<file path="src/rtl/genius_controller.sv">
// Genius (Simon) game sequencer: plays back the first N ROM colours on the LEDs,
// then checks the player's presses against the same ROM entries, advancing N up to MAX_LEVEL.
module genius_controller #(
    parameter int unsigned LED_ON_CYCLES  = 12_500_000,
    parameter int unsigned LED_OFF_CYCLES = 6_250_000,
    parameter int unsigned TIMEOUT_CYCLES = 100_000_000,
    parameter int unsigned MAX_LEVEL      = 16
) (
    input  logic       clk,
    input  logic       rst,
    input  logic       start,
    input  logic [3:0] buttons,
    input  logic [3:0] seq_data,
    output logic [3:0] seq_addr,
    output logic [3:0] leds,
    output logic [4:0] level,
    output logic       busy,
    output logic       win,
    output logic       lose
);

    localparam int unsigned CNT_W = 27;
    localparam int unsigned IDX_W = 4;
    localparam int unsigned LVL_W = 5;
    localparam int unsigned BTN_W = 4;

    typedef enum logic [2:0] {
        S_IDLE,
        S_SHOW_ON,
        S_SHOW_OFF,
        S_WAIT_PRESS,
        S_WAIT_RELEASE,
        S_ROUND_GAP,
        S_WIN,
        S_LOSE
    } state_t;

    state_t             state, state_n;
    logic [IDX_W-1:0]   idx, idx_n;
    logic [LVL_W-1:0]   level_q, level_n;
    logic [CNT_W-1:0]   cnt, cnt_n;
    logic [BTN_W-1:0]   btn_prev;
    logic [BTN_W-1:0]   held, held_n;

    logic press;
    logic match;
    logic last_idx;
    logic on_done;
    logic off_done;
    logic timeout_hit;

    // Edge-qualified press: a held button only counts again after a full release.
    assign press       = (buttons != BTN_W'(0)) && (btn_prev == BTN_W'(0));
    assign match       = $onehot(buttons) && (buttons == seq_data);
    assign last_idx    = ({1'b0, idx} == (level_q - LVL_W'(1)));
    assign on_done     = (cnt == CNT_W'(LED_ON_CYCLES - 1));
    assign off_done    = (cnt == CNT_W'(LED_OFF_CYCLES - 1));
    assign timeout_hit = (TIMEOUT_CYCLES != 0) && (cnt == CNT_W'(TIMEOUT_CYCLES - 1));

    always_ff @(posedge clk or posedge rst) begin
        if (rst) begin
            state    <= S_IDLE;
            idx      <= '0;
            level_q  <= '0;
            cnt      <= '0;
            btn_prev <= '0;
            held     <= '0;
        end else begin
            state    <= state_n;
            idx      <= idx_n;
            level_q  <= level_n;
            cnt      <= cnt_n;
            btn_prev <= buttons;
            held     <= held_n;
        end
    end

    // Next-state logic; start overrides everything, including a coincident press or timeout.
    always_comb begin
        state_n = state;
        idx_n   = idx;
        level_n = level_q;
        held_n  = held;

        if (start) begin
            level_n = LVL_W'(1);
            idx_n   = '0;
            state_n = S_SHOW_ON;
        end else begin
            case (state)
                S_SHOW_ON: begin
                    if (on_done) begin
                        state_n = S_SHOW_OFF;
                    end
                end
                S_SHOW_OFF: begin
                    if (off_done) begin
                        if (last_idx) begin
                            idx_n   = '0;
                            state_n = S_WAIT_PRESS;
                        end else begin
                            idx_n   = idx + IDX_W'(1);
                            state_n = S_SHOW_ON;
                        end
                    end
                end
                S_WAIT_PRESS: begin
                    if (press) begin
                        held_n  = buttons;
                        state_n = match ? S_WAIT_RELEASE : S_LOSE;
                    end else if (timeout_hit) begin
                        state_n = S_LOSE;
                    end
                end
                S_WAIT_RELEASE: begin
                    if (buttons == BTN_W'(0)) begin
                        if (!last_idx) begin
                            idx_n   = idx + IDX_W'(1);
                            state_n = S_WAIT_PRESS;
                        end else if (level_q == LVL_W'(MAX_LEVEL)) begin
                            state_n = S_WIN;
                        end else begin
                            level_n = level_q + LVL_W'(1);
                            idx_n   = '0;
                            state_n = S_ROUND_GAP;
                        end
                    end
                end
                S_ROUND_GAP: begin
                    if (off_done) begin
                        state_n = S_SHOW_ON;
                    end
                end
                default: begin
                end
            endcase
        end

        cnt_n = (start || (state_n != state)) ? '0 : cnt + CNT_W'(1);
    end

    // Output decode from the registered state.
    always_comb begin
        leds = '0;
        busy = 1'b0;
        win  = 1'b0;
        lose = 1'b0;
        case (state)
            S_SHOW_ON:      leds = seq_data;
            S_WAIT_RELEASE: leds = held;
            S_WIN:          leds = 4'b1111;
            default:        leds = '0;
        endcase
        busy = (state != S_IDLE) && (state != S_WIN) && (state != S_LOSE);
        win  = (state == S_WIN);
        lose = (state == S_LOSE);
    end

    assign seq_addr = idx;
    assign level    = level_q;

endmodule

</file>
<file path="config.mk">
export PLATFORM = sky130hd
export DESIGN_NAME = genius_controller
export DESIGN_NICKNAME = d
export VERILOG_FILES = /design/src/rtl/genius_controller.sv
export SDC_FILE = /design/constraint.sdc
export NUM_CORES = 1
export LEC_CHECK = 0
export ABC_AREA = 1
export CAP_MARGIN = 10
export CORE_MARGIN = 1.5
export CORE_UTILIZATION = 50
export CTS_CLUSTER_DIAMETER = 120
export DETAILED_ROUTE_END_ITERATION = 16
export PLACE_DENSITY = 0.66
export REMOVE_ABC_BUFFERS = 1
export SKIP_LAST_GASP = 1
export SLEW_MARGIN = 10
export SYNTH_ARGS = -nofsm -noshare
export SYNTH_HDL_FRONTEND = slang
export SYNTH_SLANG_ARGS = --single-unit
</file>
<file path="constraint.sdc">
create_clock -name clk -period 5.9 [get_ports clk]
set_input_delay 1.18 -clock clk [delete_from_list [all_inputs] [get_ports clk]]
set_output_delay 1.18 -clock clk [all_outputs]
set_load 0.02 [all_outputs]
</file>
==> results of run 1 <==
[worst max path at each step]
stage                from                end
6_report       buttons[3]   cnt[5]$_DFF_PP0_
3_3_place_gp   buttons[3]   cnt[2]$_DFF_PP0_
3_5_place_dp   buttons[3]   cnt[5]$_DFF_PP0_
4_1_cts        buttons[3]   cnt[5]$_DFF_PP0_
2_1_floorplan  buttons[0]   cnt[0]$_DFF_PP0_
5_1_grt        buttons[3]  cnt[26]$_DFF_PP0_
[final cells by class]
cell class                 instances  area share
multi-input combinational        329      0.4858
timing repair buffer              26     0.07275
tap                               75     0.02623
clock buffer                       6     0.02029
inverter                          63     0.06611
sequential                        47      0.3288
[registers in the layout, indices dropped and copies added (netlist names)]
name and flops:
cnt 27, level 5, btn_prev 4, held 4
seq_addr 4, state 3
[metal layers]
| layer | routed length [um] | GRT usage | share of wire |
|---|---|---|---|
| met3 | 204 | 0.03280 | 0.030 |
| met5 | 0 | 0 | 0 |
| met4 | 121 | 0.06667 | 0.018 |
| met2 | 3060 | 0.3289 | 0.45 |
| met1 | 3465 | 0.3039 | 0.51 |
[stage by stage]
step / utilization / area, um2 / power [W]
after floorplan: - / 3151 / 0.0007113
after global placement: 0.5816 / 3505 / 0.0008468
after detailed placement: 0.5816 / 3505 / 0.0008523
after CTS: 0.5936 / 3577 / 0.001035
after global routing: 0.5936 / 3577 / 0.001106
final: 0.5936 / 3577 / 0.001024
[cell families after synthesis]
logic type / Yosys count
buffers and inverters: 67
XOR/XNOR: 23
adder cells (fa/ha/maj): 8
flip-flops: 47
AND/OR/NAND/NOR: 267
AO/OA/AOI/OAI: 31
[placed cells by master (no fill, tap or decap), types with 2 or more instances in the layout]
cell,netlist,layout
inv_1,56,55
nand4_1,11,11
a21oi_1,7,7
o21ai_0,22,22
nor2_1,58,58
nor2_2,31,31
nor3_1,11,11
inv_2,6,7
nor3_2,2,2
dfrtp_1,47,47
ha_1,7,7
nand2_1,109,109
xnor2_1,5,5
clkbuf_8,0,5
nand2_2,6,6
nor2_4,2,2
nand3_1,28,28
xor2_1,18,18
clkdlybuf4s50_1,0,26
nand3_2,4,4
[where the power goes]
group          switching [W]  internal [W]  total, W
registers          0.0000439      0.000355  0.000399
logic               0.000290      0.000154  0.000444
clock network       0.000101     0.0000792  0.000181
total               0.000435      0.000588   0.00102
[tightest hold or removal path: stages, from the launching register on]
cell and delay, ns:
dfrtp_1 0.35, nand2_1 0.05, o21ai_0 0.06
==> metrics, run 1 <==
status completed; root buf cell clkbuf_8; Fmax 232.4 MHz; Clock Latency Late Sink 0.30 ns; Tmin final 4.304 ns; pwr dens 286.2 nW/um2; Leak Pwr 1.517 nW; Num CTS Buffers 5; Compound-Gate Fraction of Synth Area 0.05492; Die Area 6867 um2; Reg clk slew, reported paths 0.09 ns; Initial Utilization 0.5293; placed instance count 540; cts-stage hold buffer count 0; Post-Synth Simple-Gate Area 0.3931; Wirelength per Cell 12.55 um; post-synthesis mux area share 0; GP Congestion 0.9249; port buffer count 26; sequential fraction of the synthesis area 0.3688; flop-to-flop setup slack 3.10 ns; Worst-Margin Slew 0.9785 ns; number of max-cap violations 0; overall global routing resource usage 0.2118; most frequent cells after synthesis nand2_1 (109), nor2_1 (58), inv_1 (56), dfrtp_1 (47), nor2_2 (31); warnings from Yosys 0; PostCTS Resize Cnt 0; hold_ws 0.4951 ns; drt pass-1 iters 4; Detailed Route Iter0 Violations 120; Worst Hold End held[2]$_DFFE_PP0P_; final WL 6850 um; clock sink total 47; final setup margin 1.596 ns; worst min-delay path category reg2reg; Cell Chain, Critical Path clkdlybuf4s50_1, inv_1, fa_1, inv_1, ha_1, ha_1, nor3b_1, nand3_1, nor2_1, nor2_1, nor2_2, nand3_2, nand2_1, nand2_1, nand2_1, nor2_2, nand2_2, nor2_1; cell depth of the worst flop-to-flop path 16; initial antenna violation count 0; post-synth cell types 29; Setup CP Type in2reg; Fin Setup TNS 0 ns; Synth Flop Type dfrtp_1; share of cells above drive strength 1 0.1295; most frequent cell after synthesis nand2_1; area of the multi-input gates 1738 um2; Setup Skew 0.01076 ns; R2R Path End cnt[5]$_DFF_PP0_; Critical Path RT 6.06 ns; FF/Latch Area 1176 um2; first-pass GRT wire length 12080 um; fill count 604; # IOs 27; # DRC 0; synthesized flop and latch total 47; Layout area overhead 12.16%; H-tree depth 2; CP Depth 18; Slew Limit Fails 0; vias 2802; Critical Path AT 4.46 ns; post-synth top area share 0.3688; CTS max path bufs 2; Mapped Area 3189 um2; CTS tree built; relative slew slack 0.3467; crit start category input port; largest net degree at the start of global routing 48; crit path capture type flip-flop; post-DP HPWL 5186 um; Mapped Cells 443; RSZ-0062 raised after global routing no; Tcrit/Tclk final 0.7294; Vert. Die Dim 82.87 um; Final #Nets 491; Diodes inserted 0; Antenna Nets Post-Route 0; Crit path largest cell delay 0.61 ns; cell family with most CP delay simple AND/OR/NAND/NOR gates; Core Region 6026 um2; Post-synth EDFFs 0; setup violators final 0; # rows 28; vias in the first global route 2681; Hold Startpoint held[2]$_DFFE_PP0P_; slowest CP cell clkdlybuf4s50_1; Synth async-reset ratio 1.000; xor and xnor area share after synthesis 0.06316; fin cells 546; CP Max Fanout 27; Die Wd 82.87 um; buffers inserted by post-CTS timing repair 0; WP buf/inv 3; hold path depth 2; pre-CTS WS 1.244 ns; synthesized area per cell 7.199 um2; Worst R2R Start level[0]$_DFFE_PP0P_; Yosys top cell by area dfrtp_1; main combinational cell family by area after synthesis simple AND/OR/NAND/NOR gates; GRT overflow 0; top cells by area, synth dfrtp_1 (37%), nand2_1 (13%), nor2_1 (6.8%); Final Hold Vio Count 0; Avg Vias per Cell 5.132; VDD IR max 0.0002040 V; Adder-Cell Fraction of Synth Area 0.03374
Power figures use the tool's default switching activity.
==> run 2, diff against run 1 <==
clock period = 4.04 ns   (was 5.9 ns; I/O delays follow)
==> metrics, run 2 (synthesis results as in run 1) <==
Worst Setup SP buttons[0]; Detailed Route Iter0 Violations 193 (+61%); Initial Utilization 0.5293 (unchanged); Layout area overhead 13.85%; clock sink total 47 (unchanged); status completed; cts-stage hold buffer count 0 (unchanged); Crit path largest cell delay 0.53 ns (-0.08 ns); Fin Setup TNS 0 ns (unchanged); Setup Skew 0.006856 ns (-0.003901 ns); Tcrit/Tclk final 0.8771; Clock Latency Late Sink 0.31 ns (about the same); Leak Pwr 1.541 nW (+1.6%); fill count 585 (-3.1%); Critical Path AT 3.74 ns (-0.72 ns); vias in the first global route 2581 (-3.7%); relative slew slack 0.3358 (-0.01092); Worst R2R Start level[0]$_DFFE_PP0P_; commonest cells after routing, fill and taps aside nand2_1 (109), nor2_1 (58), inv_1 (55), dfrtp_1 (47), nor2_2 (31); fin cells 550 (+0.73%); Die Wd 82.87 um (unchanged); RSZ-0062 raised after global routing no; H-tree depth 2 (unchanged); # IOs 27 (unchanged); Wirelength per Cell 12.69 um (+1.1%); PostCTS Resize Cnt 0 (unchanged); Reg clk slew, reported paths 0.09 ns (about the same); CTS max path bufs 2 (unchanged); # rows 28 (unchanged); VDD IR max 0.0002744 V (+35%); Diodes inserted 0 (unchanged); placed instance count 542 (+0.37%); number of max-cap violations 0 (unchanged); Hold Startpoint held[3]$_DFFE_PP0P_; GRT overflow 0 (unchanged); pre-CTS WS 0.2132 ns (-1.031 ns); overall global routing resource usage 0.2065 (-0.005296); vias 2802 (unchanged); crit path capture type flip-flop; crit start category input port; worst min-delay path category reg2reg; Fmax 282.2 MHz; Num CTS Buffers 5 (unchanged); post-DP HPWL 5196 um (+0.19%); Top reg by flops cnt; CP Max Fanout 27 (unchanged); Final #Nets 493 (+0.41%); Setup CP Type in2reg; port buffer count 26 (unchanged); max reg flops 27 (unchanged); buffers inserted by post-CTS timing repair 0 (unchanged); Die Area 6867 um2 (unchanged); drt pass-1 iters 4 (unchanged); Avg Vias per Cell 5.095 (-0.73%); Cell Chain, Critical Path clkdlybuf4s50_1, inv_1, fa_1, inv_1, ha_1, ha_1, nor3b_1, nand3_1, nor2_1, nor2_1, nor2_2, nand3_2, nand2_1, nand2_1, nand2_1, nor2_2, nand2_2, buf_12, nor2_1; setup violators final 0 (unchanged); slowest CP cell fa_1; CTS tree built; Tmin final 3.543 ns; total power after layout 0.001586 W (+55%); Final Hold Vio Count 0 (unchanged); Core Region 6026 um2 (unchanged); final WL 6977 um (+1.9%); Antenna Nets Post-Route 0 (unchanged); Vert. Die Dim 82.87 um (unchanged); GP Congestion 0.8915 (-3.6%); Critical Path RT 4.24 ns (-1.82 ns); # DRC 0 (unchanged); initial antenna violation count 0 (unchanged); final setup margin 0.4966 ns (-1.100 ns); Slew Limit Fails 0 (unchanged); share of cells above drive strength 1 0.1389 (+0.009436); pwr dens 436.8 nW/um2 (+53%); Worst-Margin Slew 0.9949 ns (+0.01636 ns); commonest non-fill, non-tap cell in the layout nand2_1; first-pass GRT wire length 11770 um (-2.5%); root buf cell clkbuf_8; largest net degree at the start of global routing 48 (unchanged)
run 2: worst max-delay path, delay by kind of cell:
kind	cells	cell delay (ns)
simple gates	12	1.10
fa+ha+maj	3	0.97
buf+inv	4	0.87
run 2: per-stage QoR:
| step | hold WS (ns) | utilization | instance area [um2] |
|---|---|---|---|
| after floorplan | 0.4478 | - | 3151 |
| after global placement | 0.4662 | 0.5862 | 3532 |
| after detailed placement | 0.4821 | 0.5862 | 3532 |
| after CTS | 0.5036 | 0.6026 | 3631 |
| after global routing | 0.5211 | 0.6026 | 3631 |
| final | 0.4994 | 0.6026 | 3631 |
run 2: final cells by class:
| type | count | area [um2] | share of cell area |
|---|---|---|---|
| inverter | 63 | 236.5 | 0.06513 |
| multi-input combinational | 329 | 1738 | 0.4786 |
| sequential | 47 | 1176 | 0.3239 |
| timing repair buffer | 28 | 287.8 | 0.07926 |
| clock buffer | 6 | 82.58 | 0.02274 |
| clock inverter | 2 | 16.27 | 0.004480 |
| tap | 75 | 93.84 | 0.02584 |
run 2: final timing paths:
check	to	slack (ns)	cells after the start
setup / recovery	cnt[26]$_DFF_PP0_	0.50	19
hold / removal	held[3]$_DFFE_PP0P_	0.50	2
setup reg to reg	cnt[26]$_DFF_PP0_	1.53	17
min in group asynchronous	cnt[2]$_DFF_PP0_	1.05	2
hold reg to reg	held[3]$_DFFE_PP0P_	0.50	2
max in group asynchronous	btn_prev[1]$_DFF_PP0_	2.38	2
run 2: power by group:
part	switching, W	internal [W]	total [W]
Sequential	0.0000631	0.000519	0.000582
Combinational	0.000432	0.000259	0.000691
Clock	0.000173	0.000140	0.000313
run 2: per-layer routing:
metal / up-vias / part of all wire / GRT usage
met2: 56 / 0.46 / 0.3296
met3: 8 / 0.038 / 0.03579
met1: 1288 / 0.49 / 0.2929
li1: 1450 / - / -
met4: 0 / 0.013 / 0.04848
met5: - / 0 / 0
